[config.mk]
export PLATFORM = sky130hd
export DESIGN_NAME = stage_mem_mline
export DESIGN_NICKNAME = d
export VERILOG_FILES = /design/src/rtl/mem_pkg.sv /design/src/rtl/mem_wb_reg.sv /design/src/rtl/stage_mem_mline.sv
export SDC_FILE = /design/constraint.sdc
export NUM_CORES = 1
export LEC_CHECK = 0
export CELL_PAD_IN_SITES_DETAIL_PLACEMENT = 0
export CELL_PAD_IN_SITES_GLOBAL_PLACEMENT = 1
export CORE_MARGIN = 5
export CORE_UTILIZATION = 33
export DETAILED_ROUTE_END_ITERATION = 16
export GPL_TIMING_DRIVEN = 0
export PLACE_DENSITY_LB_ADDON = 0.12
export SLEW_MARGIN = 15
export SYNTH_ARGS = -nofsm -noshare
export SYNTH_HDL_FRONTEND = slang
export SYNTH_SLANG_ARGS = --single-unit
[constraint.sdc]
create_clock -name clk -period 3 [get_ports clk]
set_clock_uncertainty 0.1 [all_clocks]
set_input_delay 0.6 -clock clk [delete_from_list [all_inputs] [get_ports clk]]
set_output_delay 0.6 -clock clk [all_outputs]
set_load 0.02 [all_outputs]
[src/rtl/mem_pkg.sv]
// Shared types and constants for the matrix-pipeline memory stage.
package mem_pkg;

    typedef enum logic [2:0] {
        MOP_ALU = 3'd0,
        MOP_LW  = 3'd1,
        MOP_SW  = 3'd2,
        MOP_MLD = 3'd3,
        MOP_MST = 3'd4
    } mem_op_e;

    typedef enum logic [2:0] {
        IDLE  = 3'd0,
        SREQ  = 3'd1,
        SWAIT = 3'd2,
        MREQ  = 3'd3,
        MWAIT = 3'd4
    } mem_state_e;

    localparam logic [1:0] WB_SEL_MEM = 2'b11;
    localparam int         ROW_WORDS  = 4;

endpackage

[src/rtl/mem_wb_reg.sv]
// Registered MEM/WB beat: fields are loaded only with a valid beat and read 0 otherwise.
module mem_wb_reg (
    input  logic        clk,
    input  logic        rstn,
    input  logic        ld_valid,
    input  logic [31:0] ld_mem_data,
    input  logic [31:0] ld_alu_o,
    input  logic [1:0]  ld_matrix2reg,
    input  logic        ld_reg2matrix,
    input  logic [1:0]  ld_matrix_index,
    output logic        wb_valid,
    output logic [31:0] wb_mem_data,
    output logic [31:0] wb_alu_o,
    output logic [1:0]  wb_mem_matrix2reg,
    output logic        wb_mem_reg2matrix,
    output logic [1:0]  wb_matrix_index
);

    always_ff @(posedge clk) begin
        if (!rstn || !ld_valid) begin
            wb_valid          <= 1'b0;
            wb_mem_data       <= '0;
            wb_alu_o          <= '0;
            wb_mem_matrix2reg <= '0;
            wb_mem_reg2matrix <= 1'b0;
            wb_matrix_index   <= '0;
        end else begin
            wb_valid          <= 1'b1;
            wb_mem_data       <= ld_mem_data;
            wb_alu_o          <= ld_alu_o;
            wb_mem_matrix2reg <= ld_matrix2reg;
            wb_mem_reg2matrix <= ld_reg2matrix;
            wb_matrix_index   <= ld_matrix_index;
        end
    end

endmodule

[src/rtl/stage_mem_mline.sv]
// Memory stage: scalar LW/SW and 4-word matrix-row MLD/MST over a single-outstanding
// handshaked dmem port, with MLD rows streamed to write-back one column per beat.
module stage_mem_mline
    import mem_pkg::*;
#(
    parameter int ROW_WORDS = 4
) (
    input  logic                        clk,
    input  logic                        rstn,
    input  logic                        me_valid,
    input  logic [2:0]                  me_op,
    input  logic [31:0]                 me_alu_o,
    input  logic [31:0]                 me_regs_data2,
    input  logic [ROW_WORDS-1:0][31:0]  me_matrix_row,
    output logic                        dmem_req,
    output logic                        dmem_we,
    output logic [31:0]                 dmem_addr,
    output logic [31:0]                 dmem_wdata,
    input  logic                        dmem_gnt,
    input  logic                        dmem_rvalid,
    input  logic [31:0]                 dmem_rdata,
    output logic                        wb_valid,
    output logic [31:0]                 wb_mem_data,
    output logic [31:0]                 wb_alu_o,
    output logic [1:0]                  wb_mem_matrix2reg,
    output logic                        wb_mem_reg2matrix,
    output logic [1:0]                  wb_matrix_index,
    output logic                        mem_stall
);

    mem_state_e                 state, state_nxt;
    mem_op_e                    op_q;
    logic [31:0]                addr_q;
    logic [31:0]                alu_q;
    logic [31:0]                sdata_q;
    logic [ROW_WORDS-1:0][31:0] row_q;
    logic [1:0]                 cnt;

    logic        cap;
    logic        is_store;
    logic        last_beat;
    logic        ld_valid;
    logic [31:0] ld_mem_data;
    logic [31:0] ld_alu_o;
    logic [1:0]  ld_matrix2reg;
    logic        ld_reg2matrix;
    logic [1:0]  ld_matrix_index;

    assign cap       = (state == IDLE) && me_valid;
    assign is_store  = (op_q == MOP_SW) || (op_q == MOP_MST);
    assign last_beat = (cnt == 2'(ROW_WORDS - 1));

    always_ff @(posedge clk) begin
        if (!rstn) state <= IDLE;
        else       state <= state_nxt;
    end

    always_comb begin
        state_nxt = state;
        case (state)
            IDLE: begin
                if (me_valid) begin
                    case (mem_op_e'(me_op))
                        MOP_LW, MOP_SW:   state_nxt = SREQ;
                        MOP_MLD, MOP_MST: state_nxt = MREQ;
                        default:          state_nxt = IDLE;
                    endcase
                end
            end
            SREQ:  if (dmem_gnt) state_nxt = (op_q == MOP_SW) ? IDLE : SWAIT;
            SWAIT: if (dmem_rvalid) state_nxt = IDLE;
            MREQ: begin
                if (dmem_gnt) begin
                    if (op_q == MOP_MST) state_nxt = last_beat ? IDLE : MREQ;
                    else                 state_nxt = MWAIT;
                end
            end
            MWAIT: if (dmem_rvalid) state_nxt = last_beat ? IDLE : MREQ;
            default: state_nxt = IDLE;
        endcase
    end

    // Operands are frozen at capture so the dmem fields stay stable while a grant is pending.
    always_ff @(posedge clk) begin
        if (!rstn) begin
            op_q    <= MOP_ALU;
            addr_q  <= '0;
            alu_q   <= '0;
            sdata_q <= '0;
            row_q   <= '0;
            cnt     <= '0;
        end else if (cap) begin
            op_q    <= mem_op_e'(me_op);
            addr_q  <= {me_alu_o[31:2], 2'b00};
            alu_q   <= me_alu_o;
            sdata_q <= me_regs_data2;
            row_q   <= me_matrix_row;
            cnt     <= '0;
        end else if ((state == MREQ && dmem_gnt && op_q == MOP_MST) ||
                     (state == MWAIT && dmem_rvalid && !last_beat)) begin
            cnt <= cnt + 2'd1;
        end
    end

    always_comb begin
        dmem_req        = 1'b0;
        dmem_we         = 1'b0;
        dmem_addr       = '0;
        dmem_wdata      = '0;
        ld_valid        = 1'b0;
        ld_mem_data     = '0;
        ld_alu_o        = '0;
        ld_matrix2reg   = '0;
        ld_reg2matrix   = 1'b0;
        ld_matrix_index = '0;
        case (state)
            IDLE: begin
                if (me_valid && mem_op_e'(me_op) == MOP_ALU) begin
                    ld_valid = 1'b1;
                    ld_alu_o = me_alu_o;
                end
            end
            SREQ: begin
                dmem_req   = 1'b1;
                dmem_we    = is_store;
                dmem_addr  = addr_q;
                dmem_wdata = is_store ? sdata_q : 32'd0;
            end
            SWAIT: begin
                if (dmem_rvalid) begin
                    ld_valid      = 1'b1;
                    ld_mem_data   = dmem_rdata;
                    ld_alu_o      = alu_q;
                    ld_matrix2reg = WB_SEL_MEM;
                end
            end
            MREQ: begin
                dmem_req   = 1'b1;
                dmem_we    = is_store;
                dmem_addr  = addr_q + {28'd0, cnt, 2'b00};
                dmem_wdata = is_store ? row_q[cnt] : 32'd0;
            end
            MWAIT: begin
                if (dmem_rvalid) begin
                    ld_valid        = 1'b1;
                    ld_mem_data     = dmem_rdata;
                    ld_alu_o        = alu_q;
                    ld_reg2matrix   = 1'b1;
                    ld_matrix_index = cnt;
                end
            end
            default: ;
        endcase
    end

    assign mem_stall = (state != IDLE);

    mem_wb_reg u_wb (
        .clk              (clk),
        .rstn             (rstn),
        .ld_valid         (ld_valid),
        .ld_mem_data      (ld_mem_data),
        .ld_alu_o         (ld_alu_o),
        .ld_matrix2reg    (ld_matrix2reg),
        .ld_reg2matrix    (ld_reg2matrix),
        .ld_matrix_index  (ld_matrix_index),
        .wb_valid         (wb_valid),
        .wb_mem_data      (wb_mem_data),
        .wb_alu_o         (wb_alu_o),
        .wb_mem_matrix2reg(wb_mem_matrix2reg),
        .wb_mem_reg2matrix(wb_mem_reg2matrix),
        .wb_matrix_index  (wb_matrix_index)
    );

endmodule

==> results.toml <==
[run_status]
status = "finished, violations left"
failed_checks = "negative setup slack"

[yosys]
synth_top_family_by_area = "simple AND/OR/NAND/NOR gates"
avgSynthCellArea_um2 = 8.32
synth_simple_gate_area_share_pct = 22.3
synth.mux.area_fraction_pct = 9.65
synth-seq-area-share_pct = 48.1
synth_seq_cells = 269
ys_types = 50
synth_top_area_share_pct = 48.1
ys_async_sr_fraction_pct = 0
ys_warn_count = 0
yosys.area.top_type = "dfxtp_1"
synth-compound-area-share_pct = 13.7
synthAdderAreaFrac_pct = 0.514
ys.flop_type = "dfxtp_1"
synth_edf_count = 0
synthXorXnorAreaFrac_pct = 0.938
netlist_instances = 1347
synthTopCellsByArea = "dfxtp_1 48%, nand2_1 14%, a21oi_1 9.6%"
synthesis.area_um2 = 11200

[clock_network]
cts_tree = "yes"
cts.clk_slew.worst_paths_ns = 0.06
numCtsBuffers = 30
clock-root-buffer = "clkbuf_16"
clock_path_buffers = 3
htree_levels = 1
cts_hold_buffers = 0
clock_latency_ns = 0.55
cts_sinks = 269

[layout]
finalInstanceArea_um2 = 17200
finalNonFillerCells = 2248
fillers = 3332
syn2layout_area_growth_pct = 53.2
drive_gt1_share_pct = 16.3
layout.nets = 2011

[drt]
vias = 11000
via_per_inst = 4.88
ant_nets = 0
initialDrtViolationCount = 528
drtPass1Iterations = 5
finalWirelength_um = 44100
wl_per_cell_um = 19.6
post-route-drc-count = 0

[placed_design]
post-dp-hpwl_um = 32800
placed_cells = 2162
post_dp_cell_area_um2 = 15400
gp_congestion = 0.847
port-buffer-count = 366

[setup_path]
crit_path_max_fanout = 7
startpoint = "cnt[1]$_SDFFE_PP0P_"
required_ns = 2.30
crit_path_end = "dmem_addr[23]"
endpoint_kind = "primary output"
critPathKind = "reg -> out"
critPathArrivalTime_ns = 2.62
r2r_cells = 6
worstReg2RegEnd = "row_q[78]$_SDFFE_PN0P_"
ff2ff_setup_slack_ns = 0.27
r2r-start = "state[1]$_SDFFE_PN0P_"
start_kind = "register"

[sta]
final.setup.tns_ns = -3.61
worst_pin_slew_ns = 0.877
fin_ws_ns = -0.316
fmax_mhz = 302
setup_viol = 17
rsz0062_at_grt = "true"
fin_crit_ns = 3.32
maxSlewViolCount = 0
fin_crit_sh_pct = 111
hold_violations = 0
slew-limit-headroom_pct = 41.6
whs_ns = 0.353

[pwr]
p_leak_nw = 6.39
max-vdd-ir-drop_mv = 0.494
power_density_nw_per_um2 = 549

[grt]
grt_pass1_wl_um = 66000
grtUsageTotal_pct = 22.1
grt_max_degree = 15
overflow = 0
grt_pass1_vias = 11000
antenna_found_initial = 4

[floorplanning]
die_area_um2 = 37700
initial_core_util_pct = 33.4
fp.dieH_um = 194
rows = 67
core_area_um2 = 33500
boundaryPins = 369
dieWidth_um = 194

[hold_path]
hold_path_class = "reg -> reg"

[job]
drv_cap = 0
## area by class of cell
cell class / instances / area (um^2) / area share, %
plain buffers: 109 / 616 / 3.59
clock buffers: 47 / 936 / 5.46
repair buffers: 403 / 3820 / 22.3
multi-input cells: 950 / 5610 / 32.7
inverters: 12 / 45.0 / 0.263
flip-flops and latches: 269 / 5440 / 31.7
well taps: 448 / 561 / 3.27
clock inverters: 8 / 118 / 0.686
diodes: 2 / 5.00 / 0.0292
## layout by cell type, fill, tap and decap left out, types with 4 or more instances in the layout
master / n
clkbuf_16: 32
xor2_1: 4
buf_2: 22
clkbuf_8: 13
o31ai_1: 6
or3_1: 4
clkbuf_1: 78
o31ai_4: 5
o21ai_0: 7
nand4_1: 6
or4_4: 8
a21oi_1: 203
buf_6: 19
mux4_2: 32
dfxtp_2: 15
dfxtp_4: 10
or4_1: 5
nand3_1: 10
xnor2_1: 7
clkdlybuf4s50_1: 303
a21oi_2: 6
nand2_1: 402
clkdlybuf4s15_2: 4
nor2_2: 6
and3_1: 36
clkinv_2: 4
inv_1: 10
a21oi_4: 6
a22oi_1: 33
clkbuf_2: 10
buf_12: 4
dfxtp_1: 244
mux2i_1: 35
nor2_1: 78
buf_4: 63
## state kept, by name, summed over array words and instances (netlist names)
| name | count |
|---|---|
| u_wb.wb_mem_data | 32 |
| sdata_q | 32 |
| u_wb.wb_mem_reg2matrix | 1 |
| u_wb.wb_valid | 1 |
| u_wb.wb_mem_matrix2reg | 1 |
| row_q | 128 |
| cnt | 2 |
| state | 3 |
| u_wb.wb_alu_o | 32 |
| alu_q | 32 |
| op_q | 3 |
| u_wb.wb_matrix_index | 2 |
## how the worst min path moves through the flow
stage / slack [ns] / start / endpoint / cells past startpoint
floorplan: 0.33 / row_q[52]$_SDFFE_PN0P_ / row_q[52]$_SDFFE_PN0P_ / 2
global placement: 0.34 / row_q[70]$_SDFFE_PN0P_ / row_q[70]$_SDFFE_PN0P_ / 2
detailed placement: 0.34 / row_q[110]$_SDFFE_PN0P_ / row_q[110]$_SDFFE_PN0P_ / 2
CTS: 0.35 / row_q[110]$_SDFFE_PN0P_ / row_q[110]$_SDFFE_PN0P_ / 2
global route: 0.37 / row_q[117]$_SDFFE_PN0P_ / row_q[117]$_SDFFE_PN0P_ / 2
finish: 0.35 / row_q[110]$_SDFFE_PN0P_ / row_q[110]$_SDFFE_PN0P_ / 2
## power breakdown
group,switching (mW),internal (mW)
sequential,0.165,3.82
clock,1.52,2.38
combinational,0.855,0.681
## what timing repair did
action                                  4_1_cts  5_1_grt
gates cloned                                  0        1
pin swaps                                    24       14
endpoints found under the setup margin      102       59
resized for setup                           329      137
buffers inserted                             20       16
## critical path: stages (launching register included)
cell	delay, ns
dfxtp_4	0.37
ha_4	0.28
a21oi_4	0.06
or4b_4	0.55
buf_6	0.17
or3_1	0.32
a21oi_2	0.15
buf_4	0.16
## layer usage
layer / GRT usage (%) / vias to the layer above / wire length (um)
met3: 4.54 / 50 / 2460
met5: 0 / - / 34
met2: 38.7 / 302 / 21900
met1: 28.4 / 5175 / 19000
met4: 4.56 / 4 / 675
li1: - / 5435 / -
## per-stage QoR
step	utilization [%]	power (mW)	setup WS, ns
finish	51.2	9.42	-0.316
global route	51.2	9.81	-0.373
CTS	50.7	9.48	-0.370
detailed placement	46.0	5.54	-0.822
global placement	46.0	5.52	-0.760
floorplan	-	4.78	0.0608
## cell usage after synthesis, drive strengths merged, types with 5 or more instances
| library cell | instances |
|---|---|
| nand2 | 403 |
| dfxtp | 269 |
| a21oi | 215 |
| clkbuf | 90 |
| nor2 | 85 |
| and3 | 37 |
| mux2i | 36 |
| a22oi | 33 |
| mux4 | 32 |
| buf | 27 |
| o31ai | 13 |
| or4 | 13 |
| nand3 | 12 |
| inv | 11 |
| xnor2 | 8 |
| nand4 | 7 |
| o21ai | 7 |
| nor4 | 5 |
| or3 | 5 |
## cells by family (layout without fill, tap and decap cells)
logic type               count (synthesis)  count (layout)
AND/OR/NAND/NOR                        587             587
AO/OA/AOI/OAI                          277             277
flip-flops                             269             269
buffers and inverters                  129             579
multiplexers                            68              68
XOR/XNOR                                12              12
adder cells (fa/ha/maj)                  4               4
other                                    1               4
Note: power is estimated with default switching activity, not from simulation.
